**src/rtl/bin2bcd_scheduler.sv**
```systemverilog
// Round-robin share of one fixed-latency Bin2BCD converter; BIN2BCD_SCHED_CACHE_EN reuses the last result on a repeated operand.
// Latency: grant to done = 1 + CONV_CYCLES cycles (1 on cache hit); backpressure: req is a held level, released after its done pulse.
module bin2bcd_scheduler #(
    parameter int NUM_REQ     = 4,
    parameter int CONV_CYCLES = 184,
    parameter int CNT_W       = 8
) (
    input  logic                   clock,
    input  logic                   reset,
    input  logic [NUM_REQ-1:0]     req,
    input  logic [16*NUM_REQ-1:0]  bin_in,
    output logic [NUM_REQ-1:0]     done,
    output logic [19:0]            bcd_out,
    output logic                   busy,
    output logic [15:0]            conv_bin,
    output logic                   conv_start,
    input  logic [19:0]            conv_bcd
);
    localparam int GW = (NUM_REQ > 1) ? $clog2(NUM_REQ) : 1;
    localparam logic [CNT_W-1:0] CNT_LAST = CNT_W'(CONV_CYCLES - 1);

    typedef enum logic [2:0] {
        S_FLUSH,
        S_IDLE,
        S_START,
        S_WAIT,
        S_DONE
    } state_t;

    state_t             state_q, state_d;
    logic [CNT_W-1:0]   cnt_q, cnt_d;
    logic [GW-1:0]      last_q, last_d;
    logic [GW-1:0]      gnt_q, gnt_d;
    logic [NUM_REQ-1:0] done_q, done_d;
    logic [19:0]        bcd_q, bcd_d;
    logic [15:0]        bin_q, bin_d;
    logic               start_q, start_d;

    logic               any_req;
    logic [GW-1:0]      grant_idx;
    logic [15:0]        grant_bin;
    logic               cache_hit;
    logic [19:0]        hit_bcd;
    logic               capture;

    // Search starts one past the last winner so every requester gets a turn.
    always_comb begin
        any_req   = 1'b0;
        grant_idx = '0;
        for (int i = 1; i <= NUM_REQ; i++) begin
            if (!any_req && req[(int'(last_q) + i) % NUM_REQ]) begin
                any_req   = 1'b1;
                grant_idx = GW'((int'(last_q) + i) % NUM_REQ);
            end
        end
    end

    assign grant_bin = bin_in[16*grant_idx +: 16];
    assign capture   = (state_q == S_WAIT) && (cnt_q == CNT_LAST);

`ifdef BIN2BCD_SCHED_CACHE_EN
    logic [15:0] cache_bin_q, cache_bin_d;
    logic [19:0] cache_bcd_q, cache_bcd_d;
    logic        cache_valid_q, cache_valid_d;

    always_comb begin
        cache_bin_d   = cache_bin_q;
        cache_bcd_d   = cache_bcd_q;
        cache_valid_d = cache_valid_q;
        if (capture) begin
            cache_bin_d   = bin_q;
            cache_bcd_d   = conv_bcd;
            cache_valid_d = 1'b1;
        end
    end

    always_ff @(posedge clock) begin
        if (reset) begin
            cache_bin_q   <= '0;
            cache_bcd_q   <= '0;
            cache_valid_q <= 1'b0;
        end else begin
            cache_bin_q   <= cache_bin_d;
            cache_bcd_q   <= cache_bcd_d;
            cache_valid_q <= cache_valid_d;
        end
    end

    assign cache_hit = cache_valid_q && (grant_bin == cache_bin_q);
    assign hit_bcd   = cache_bcd_q;
`else
    assign cache_hit = 1'b0;
    assign hit_bcd   = '0;
`endif

    always_comb begin
        state_d = state_q;
        cnt_d   = cnt_q;
        last_d  = last_q;
        gnt_d   = gnt_q;
        done_d  = '0;
        bcd_d   = bcd_q;
        bin_d   = bin_q;
        start_d = 1'b0;
        case (state_q)
            // The converter has no reset; wait a full conversion so it is idle.
            S_FLUSH: begin
                if (cnt_q == CNT_LAST) begin
                    cnt_d   = '0;
                    state_d = S_IDLE;
                end else begin
                    cnt_d = cnt_q + CNT_W'(1);
                end
            end
            S_IDLE: begin
                if (any_req) begin
                    gnt_d  = grant_idx;
                    last_d = grant_idx;
                    if (cache_hit) begin
                        bcd_d             = hit_bcd;
                        done_d[grant_idx] = 1'b1;
                        state_d           = S_DONE;
                    end else begin
                        bin_d   = grant_bin;
                        start_d = 1'b1;
                        state_d = S_START;
                    end
                end
            end
            S_START: begin
                cnt_d   = CNT_W'(1);
                state_d = S_WAIT;
            end
            S_WAIT: begin
                if (capture) begin
                    bcd_d         = conv_bcd;
                    done_d[gnt_q] = 1'b1;
                    state_d       = S_DONE;
                end else begin
                    cnt_d = cnt_q + CNT_W'(1);
                end
            end
            S_DONE: begin
                state_d = S_IDLE;
            end
            default: begin
                cnt_d   = '0;
                state_d = S_FLUSH;
            end
        endcase
    end

    always_ff @(posedge clock) begin
        if (reset) begin
            state_q <= S_FLUSH;
            cnt_q   <= '0;
            last_q  <= GW'(NUM_REQ - 1);
            gnt_q   <= '0;
            done_q  <= '0;
            bcd_q   <= '0;
            bin_q   <= '0;
            start_q <= 1'b0;
        end else begin
            state_q <= state_d;
            cnt_q   <= cnt_d;
            last_q  <= last_d;
            gnt_q   <= gnt_d;
            done_q  <= done_d;
            bcd_q   <= bcd_d;
            bin_q   <= bin_d;
            start_q <= start_d;
        end
    end

    assign done       = done_q;
    assign bcd_out    = bcd_q;
    assign conv_bin   = bin_q;
    assign conv_start = start_q;
    assign busy       = (state_q != S_IDLE);
endmodule

```
**config.mk**
```make
export PLATFORM = sky130hd
export DESIGN_NAME = bin2bcd_scheduler
export DESIGN_NICKNAME = d
export VERILOG_FILES = /design/src/rtl/bin2bcd_scheduler.sv
export SDC_FILE = /design/constraint.sdc
export NUM_CORES = 1
export LEC_CHECK = 0
export ABC_AREA = 1
export BUFFER_PORTS_ARGS = -buffer_cell sky130_fd_sc_hd__buf_2
export CAP_MARGIN = 30
export CORE_MARGIN = 3
export CORE_UTILIZATION = 50
export DETAILED_ROUTE_END_ITERATION = 8
export GPL_TIMING_DRIVEN = 0
export MAX_ROUTING_LAYER = met4
export PLACE_DENSITY = 0.89
export SYNTH_ARGS = -nofsm -noshare
export SYNTH_HDL_FRONTEND = slang
export SYNTH_SLANG_ARGS = --single-unit
```
**constraint.sdc**
```tcl
create_clock -name clock -period 1.8 [get_ports clock]
set_input_delay 0.36 -clock clock [delete_from_list [all_inputs] [get_ports clock]]
set_output_delay 0.36 -clock clock [all_outputs]
set_load 0.005 [all_outputs]
```
* After elaboration in Yosys (flattened, before gate mapping)
Cells that the tools add are included.
Operators by class: add/sub/neg operators 5, $lt $le $gt $ge 6, eq/ne operators 10, shift-type cells 1, mux-type cells 30, bitwise logic cells 8, reduce and logical (&&, ||, !) cells 20
Operator list (number):
- 64-bit by 7-bit variable part select with 16-bit output | 1
- 8-bit one-hot mux with 4 select lines | 1
- 3-bit by 4-bit < comparator with 1-bit output (second input constant) | 4
- 8-bit 2-to-1 mux | 2
- 3-bit one-hot mux with 5 select lines | 1
- 1-bit 2-to-1 mux | 14
- 2-bit OR reduction | 6
- 3-bit 2-to-1 mux | 3
- 8-bit by 1-bit adder with 8-bit output (second input constant) | 1
- 1-bit binary-select mux with 2-bit select | 4
- 8-bit == test (second input constant) | 1
- 2-bit 2-to-1 mux | 4
- 2-bit inequality test (second input constant) | 4
- 3-bit by 2-bit == test with 1-bit output (second input constant) | 2
- 2-bit AND reduction | 3
- 1-bit logical AND | 5
- 2-bit by 1-bit adder with 2-bit output (second input constant) | 2
- 2-bit adder (second input constant) | 2
- 1-bit AND (first input constant) | 4
- 1-bit inverter | 4
- 3-bit by 1-bit == test with 1-bit output (second input constant) | 1
- 3-bit == test (second input constant) | 1
- 1-bit logical NOT | 3
- 3-bit logical NOT | 1
- 6 further kinds | 6
Storage, ports and cells: register bits after elaboration 56, input port bits 90, output and inout bits 42, word-level logic and storage cells 88

* Depth between registers and ports, before layout
Gate-level depths: netlist of the first run.
depth in word-level cells 18, gate-level depth with buffers 17, mapped depth without buffers 15

* Worst setup path before layout of the first run
No wires, ideal clock.
path kind reg2reg, from reg last_q[0], to reg bin_q[6], in the netlist conv_bin[6], setup time 0.109 ns, arrival 1.543 ns, data required time 1.691 ns, path slack 0.148 ns, cell stages (with the launch flop) 18, path buffers 2, clock period less this slack 1.652 ns, cells stage by stage dfxtp_1 > buf_6 > inv_8 > nand2_1 > nand2_2 > nand2_2 > nand2_2 > nor2_4 > nand2_1 > nor2_2 > inv_1 > nand2_4 > inv_4 > buf_6 > nand3_1 > nand3_1 > nand2_1 > inv_1
Between the ends: word-level cells in the longest chain between the ends 15, elaborated cells on any way between the ends 32, those cells by class add/sub: 4; shift: 1; mux: 20; reduce/logical: 7
Ends and longest elaborated chain:
- start: declaration | line 32 | logic [GW-1:0] last_q, last_d;
- start signal: assignment | line 157 | last_q <= GW'(NUM_REQ - 1);
- start signal: assignment | line 166 | last_q <= last_d;
- 2-bit by 1-bit adder with 2-bit output | line 51, 53
- 1-bit binary-select mux with 2-bit select | line 51 | if (!any_req && req[(int'(last_q) + i) % NUM_REQ]) begin
- 1-bit 2-to-1 mux (implied by the code) (2 in series) | line 51
- 1-bit 2-to-1 mux | line 51
- 1-bit logical NOT | line 51
- 1-bit logical AND | line 51
- 1-bit 2-to-1 mux | line 51
- 1-bit logical NOT | line 51
- 1-bit logical AND | line 51
- 1-bit 2-to-1 mux | line 51
- 1-bit logical NOT | line 51
- 1-bit logical AND | line 51
- 2-bit 2-to-1 mux / 1-bit 2-to-1 mux (equally long branches) | line 51
- 64-bit by 7-bit variable part select with 16-bit output / 2-bit AND reduction (equally long branches)
- end signal: assignment | line 170 | bin_q <= bin_d;
- end: declaration | line 36 | logic [15:0] bin_q, bin_d;
Several ways; a longest one is shown, not always the timed one. The select of a mux whose other input is x is not followed. A chain may end at the register's enable or synchronous reset.

* Worst setup path after layout of the first run
from reg last_q[0], to reg bin_q[8], in the netlist conv_bin[8]
The elaborated chain is that of the path after synthesis.

==> results of run 1 <==
==> metal layers <==
layer / part of all wire (%) / wire (um)
met1: 38 / 4520
met2: 50 / 6000
met3: 6.9 / 823
met4: 4.8 / 575
met5: 0 / 0
==> cell families (layout without fill, tap and decap cells) <==
group / count (synthesis) / in the layout / share of synthesized area, %
XOR/XNOR: 2 / 2 / 0.510
AO/OA/AOI/OAI: 43 / 43 / 6.63
buffers and inverters: 140 / 298 / 18.9
AND/OR/NAND/NOR: 292 / 293 / 40.9
adder cells (fa/ha/maj): 1 / 1 / 0.364
flip-flops: 56 / 56 / 32.6
==> registers in the layout, summed over array words and instances (netlist names) <==
signal      count
done            4
conv_bin       16
gnt_q           2
state_q         3
conv_start      1
bcd_out        20
cnt_q           8
last_q          2
==> placed cells by master (no fill, tap or decap), drive strengths merged, types with 2 or more instances in the layout <==
cell type  count
nand2        128
o21ai          7
dfxtp         56
clkbuf        20
o211ai         2
inv          112
buf          162
nor2          41
nand3         79
a21oi         30
a31oi          2
nand4         37
nor3           7
==> worst max-delay path by stage <==
stage / slack (ns) / from / cells after the start / endpoint
after floorplan: 0.15 / last_q[0] / 17 / conv_bin[6]
after global placement: -0.06 / last_q[1] / 16 / conv_bin[8]
after detailed placement: -0.16 / last_q[0] / 17 / conv_bin[8]
after CTS: -0.12 / last_q[0] / 15 / conv_bin[8]
after global routing: -0.22 / last_q[0] / 15 / conv_bin[1]
final: -0.12 / last_q[0] / 13 / conv_bin[8]
==> per-stage QoR <==
stage | hold WS, ns | util, %
2_1_floorplan | 0.437 | -
3_3_place_gp | 0.447 | 64.4
3_5_place_dp | 0.449 | 64.4
4_1_cts | 0.302 | 69.2
5_1_grt | 0.299 | 74.2
6_report | 0.310 | 74.2
==> power by group through the flow <==
stage	Combinational, W	Sequential [W]	Clock (W)
floorplan	0.00283	0.00160	0
global placement	0.00371	0.00159	0
detailed placement	0.00379	0.00161	0
CTS	0.00451	0.00159	0.000715
global route	0.00582	0.00167	0.000771
finish	0.00548	0.00165	0.000705
==> timing repair <==
| action | 4_1_cts | 5_1_grt |
|---|---|---|
| gates cloned | 4 | 0 |
| setup buffers | 11 | 7 |
| setup endpoints to repair | 25 | 53 |
| pin swaps | 17 | 35 |
| hold buffers | 0 | 0 |
| resized for setup | 40 | 85 |
==> worst max-delay path, delay by kind of cell (launching register included) <==
family	cells	cell delay (ns)
simple gates	9	0.91
buf+inv	4	0.48
flops	1	0.42
==> area by class of cell <==
type	count	area (sq um)	area share (%)
Buffer	28	236	4.91
Clock buffer	5	68.8	1.43
Clock inverter	3	21.3	0.442
Inverter	111	437	9.06
Multi-Input combinational cell	339	1990	41.2
Sequential cell	56	1140	23.6
Tap cell	77	96.3	2.00
Timing Repair Buffer	151	835	17.3
==> flow_summary_export.csv, run 1 <==
group,metric,value,unit
floorplanning,num_io_pins,132,
logic_synthesis,synth_common_cells,"nand2_1, inv_1, nand3_1",
layout,diodes,0,
clocking,cts_tree,"done",
detailed_routing,drt_pre_antenna_iters,5,
placed_design,dp_slack,-0.164,ns
global_routing,grt_antenna_before_repair,0,
power,p_seq_share,21.0,%
clocking,clock-root-buffer,"clkbuf_8",
logic_synthesis,ys_warn_count,0,
setup_path,startpoint_type,"flip-flop",
power,p_per_area,1630,nW/um^2
sta,tightest_slew,0.584,ns
hold_path,hp-start,"conv_bcd[5]",
placed_design,place_congestion,0.951,
global_routing,grt_pass1_wl,17000,um
detailed_routing,wire_per_inst,15.5,um
placed_design,place_hpwl,8110,um
clocking,insertion_delay,0.31,ns
logic_synthesis,synthArstFlopShare,0,%
setup_path,critPathMaxStageDelay,0.42,ns
power,power.total,0.00783,W
setup_path,endpoint_kind,"flip-flop",
sta,max_freq,521,MHz
floorplanning,core_area,6490,sq um
logic_synthesis,ys_seq_area_share,32.6,%
setup_path,rr_worst_depth,13,
global_routing,grt_max_degree,19,
placed_design,place_inst,741,
run_status,status,"complete, but fails checks",
logic_synthesis,synth_fp_nets,625,
logic_synthesis,synth.cell_area,3430,sq um
setup_path,crit_slowest_cell,"dfxtp_4",
setup_path,crit_path_frequent_cell,"nand2_2",
global_routing,grt_overflow,0,
power,power.switching,0.00388,W
floorplanning,initial_utilization,52.9,%
logic_synthesis,synth_edf_count,0,
detailed_routing,ant_nets,0,
power,combPwrFrac,70.0,%
floorplanning,fp.dieH,88.9,um
global_routing,met3_usage,5.59,%
clocking,path_clk_slew,0.11,ns
logic_synthesis,synth_seq_cells,56,
global_routing,use_met2,46.6,%
global_routing,busiest_layer,"met2",
detailed_routing,via_per_inst,5.54,
job,drv_cap,0,
logic_synthesis,yosysTopAreaCell,"dfxtp_1",
sta,setup_viol,16,
detailed_routing,drt_iter0_markers,487,
setup_path,reg2reg_to,"conv_bin[8]",
global_routing,global_route.usage.met1,34.7,%
clocking,cts_buffers,5,
power,p_sw_share,49.6,%
layout,finalNonFillerCells,770,
layout,nNetsFinal,783,
sta,setup_slack,-0.118,ns
layout,fillers,509,
detailed_routing,wl,11900,um
power,ir_drop,0.000941,V
sta,min_period,1.92,ns
sta,period_share,107,%
sta,fin_setup_tns,-1.17,ns
sta,grt_setup_unrepaired,"yes",
setup_path,required,2.02,ns
detailed_routing,num_vias,4269,
layout,drive_gt1_share,41.4,%
setup_path,crit_arrival,2.14,ns
logic_synthesis,yosysMostFrequentCell,"nand2_1",
global_routing,grt_pass1_vias,3818,
floorplanning,rows,29,
floorplanning,die-area,7900,sq um
setup_path,critPathKind,"reg2reg",
detailed_routing,drcViolationCount,0,
logic_synthesis,synthFlopType,"dfxtp_1",
power,p_int,0.00395,W
sta,finClkSkew,0.0105,ns
clocking,clockBufferDepth,2,
sta,slew_headroom,61.1,%
layout,design_area,4820,sq um
hold_path,holdPathEnd,"bcd_out[5]",
setup_path,crit_fanout,10,
setup_path,rrSetupSlack,-0.12,ns
logic_synthesis,avgSynthCellArea,6.43,sq um
setup_path,critical_path.cell_chain,"buf_6, nand2_2, nand2_2, nand2_1, nand2_2, inv_2, nand3_4, clkbuf_4, nand4_1, nand3_2, nand3_2, nand2_1, inv_1",
logic_synthesis,netlist_instances,534,
logic_synthesis,synth_top_area_share,32.6,%
setup_path,r2r-start,"last_q[0]",
logic_synthesis,ys_top_cells_by_area,"dfxtp_1, nand2_1, inv_1",
logic_synthesis,yosysUniqueCellTypes,35,
placed_design,port-buffer-count,130,
clocking,cts_sinks,56,
clocking,cts_max_level,2,
sta,slew_violations,0,
hold_path,hold_path_depth,3,
hold_path,hold_class,"in2reg",
sta,finalHoldViolations,0,
floorplanning,die_width,88.9,um
power,leakagePower,2.59,nW
global_routing,grt_usage,28.5,%
run_status,violations,"setup timing",
layout,syn_to_final_growth,40.3,%
power,p_clk_share,9.0,%
placed_design,dpl-instance-area,4180,sq um
(Power assumes the default switching activity.)
==> run 2, diff against run 1 <==
--- a/config.mk
+++ b/config.mk
@@ -8,12 +8,14 @@
 export ABC_AREA = 1
 export BUFFER_PORTS_ARGS = -buffer_cell sky130_fd_sc_hd__buf_2
 export CAP_MARGIN = 30
+export CELL_PAD_IN_SITES_DETAIL_PLACEMENT = 1
+export CELL_PAD_IN_SITES_GLOBAL_PLACEMENT = 2
 export CORE_MARGIN = 3
-export CORE_UTILIZATION = 50
+export CORE_UTILIZATION = 27
 export DETAILED_ROUTE_END_ITERATION = 8
 export GPL_TIMING_DRIVEN = 0
 export MAX_ROUTING_LAYER = met4
-export PLACE_DENSITY = 0.89
+export PLACE_DENSITY = 0.94
 export SYNTH_ARGS = -nofsm -noshare
 export SYNTH_HDL_FRONTEND = slang
 export SYNTH_SLANG_ARGS = --single-unit
==> constraint.sdc (replaced) <==
create_clock -name clock -period 2.4 [get_ports clock]
set_input_delay 0.48 -clock clock [delete_from_list [all_inputs] [get_ports clock]]
set_output_delay 0.48 -clock clock [all_outputs]
set_load 0.005 [all_outputs]
==> run 2 against run 1 <==
  * The run now ends clean
  * Maximum frequency fell by 3.6%
  * Sequential cell count did not move
  * Worst hold slack improved by 0.14 ns
  * Power fell by 37%
  * Register-to-register slack improved by 0.53 ns
  * First-iteration DRC count fell by 62%
  * Largest power group unchanged
==> flow_summary_export.csv, run 2 (synthesis results as in run 1) <==
group,metric,value,unit
setup_path,startpoint_type,"flip-flop",
placed_design,place_hpwl,9720,um
hold_path,hold_path_depth,3,
layout,drive_gt1_share,27.2,%
setup_path,critical_path.cell_chain,"ha_1, nand2_1, nor2_1, nand4_1, inv_1, nand2_1, nand2_1, inv_1, nand2_1, nand2_1, inv_1, o21ai_1, a21oi_1",
setup_path,rrSetupSlack,0.41,ns
power,p_per_area,1110,nW/um^2
placed_design,dpl-instance-area,4300,sq um
clocking,cts_tree,"done",
clocking,path_clk_slew,0.07,ns
layout,fillers,1667,
layout,largest_reg_flops,20,
layout,seq_area,1120,sq um
placed_design,place_congestion,0.825,
sta,grt_setup_unrepaired,"no",
global_routing,grt_usage,17.4,%
clocking,clock-root-buffer,"clkbuf_16",
setup_path,critPathKind,"reg2reg",
sta,slew_violations,0,
detailed_routing,via_per_inst,4.58,
setup_path,cp_top_family,"simple AND/OR/NAND/NOR gates",
global_routing,grt_overflow,0,
sta,tightest_slew,0.512,ns
layout,final_cell_mix,"buf_2, nand2_1, inv_1",
clocking,cts_hold_buffers,0,
run_status,status,"finished clean",
sta,max_freq,502,MHz
layout,multi_input_area,1660,sq um
layout,postLayoutCoreUtil,36.5,%
detailed_routing,drcViolationCount,0,
detailed_routing,drt_pre_antenna_iters,4,
setup_path,required,2.63,ns
setup_path,crit_path_frequent_cell,"nand2_1",
clocking,cts_sinks,56,
detailed_routing,drt_iter0_markers,185,
detailed_routing,num_vias,3843,
clocking,cts_buffers,5,
setup_path,rr_worst_depth,13,
hold_path,hp-start,"conv_bcd[9]",
setup_path,r2r-start,"cnt_q[0]",
global_routing,grt_antenna_before_repair,0,
sta,period_share,82.9,%
job,drv_cap,0,
setup_path,crit_fanout,5,
setup_path,crit_slowest_cell,"dfxtp_1",
global_routing,grt_max_degree,17,
sta,finalHoldViolations,0,
floorplanning,fp.dieH,119,um
floorplanning,rows,40,
global_routing,grt_pass1_vias,4074,
global_routing,grt_pass1_wl,19800,um
floorplanning,core_area,12200,sq um
clocking,ctsResizeCount,0,
sta,fin_setup_tns,0,ns
floorplanning,die_width,119,um
detailed_routing,ant_nets,0,
floorplanning,initial_utilization,28.1,%
detailed_routing,wire_per_inst,14.4,um
clocking,clockBufferDepth,2,
detailed_routing,wl,12100,um
setup_path,cp_num_buf_inv,3,
layout,diodes,0,
setup_path,startpoint,"cnt_q[0]",
layout,nNetsFinal,762,
setup_path,reg2reg_to,"cnt_q[5]",
sta,setup_viol,0,
clocking,post_cts_buffers,0,
floorplanning,num_io_pins,132,
clocking,cts_max_level,2,
layout,design_area,4460,sq um
setup_path,critPathMaxStageDelay,0.39,ns
layout,syn_to_final_growth,29.8,%
clocking,insertion_delay,0.30,ns
placed_design,port-buffer-count,130,
hold_path,hold_class,"in2reg",
hold_path,holdPathEnd,"bcd_out[9]",
setup_path,endpoint_kind,"flip-flop",
sta,finClkSkew,0.0132,ns
floorplanning,die-area,14100,sq um
layout,final_common_cell,"buf_2",
power,leakagePower,2.40,nW
setup_path,crit_arrival,2.22,ns
sta,min_period,1.99,ns
sta,slew_headroom,65.6,%
power,ir_drop,0.000470,V
==> run 2: worst max-delay path by stage <==
stage	cells after the start	endpoint
after global routing	12	cnt_q[4]
after detailed placement	14	conv_bin[7]
final	13	cnt_q[5]
after global placement	5	conv_bin[7]
after CTS	12	cnt_q[4]
after floorplan	15	conv_bin[6]
==> run 2: cell type report <==
| type | instances | share of cell area (%) |
|---|---|---|
| Buffer | 29 | 4.97 |
| Clock buffer | 6 | 2.89 |
| Clock inverter | 2 | 0.786 |
| Inverter | 111 | 9.62 |
| Multi-Input combinational cell | 338 | 37.3 |
| Sequential cell | 56 | 25.1 |
| Tap cell | 168 | 4.71 |
| Timing Repair Buffer | 130 | 14.6 |
==> run 2: power by group <==
group          total (W)  leakage [nW]  switching (W)  internal [W]
Combinational    0.00295          1.86        0.00187       0.00108
Sequential       0.00120         0.454       0.000116       0.00108
Clock           0.000826        0.0808       0.000334      0.000492
==> run 2: tightest hold or removal path, cell delays in order <==
cell and delay, ns:
buf_2 0.09, nand3_1 0.07, a21oi_1 0.06
==> run 2: layer usage <==
metal	routed length (um)	GRT usage, %	up-vias
li1	-	-	1961
met1	5180	20.6	1776
met2	6210	30.5	88
met3	411	3.01	18
met4	270	4.49	0
met5	0	-	-
==> run 2: stage by stage <==
stage                     total power, W  std cells  setup slack, ns  hold slack, ns
after detailed placement         0.00418        832            0.363           0.453
after floorplan                  0.00332        534            0.725           0.437
after global placement           0.00407        832            0.367           0.446
after global routing             0.00542        840           0.0877           0.452
after CTS                        0.00502        840            0.383           0.451
final                            0.00497        840            0.410           0.454
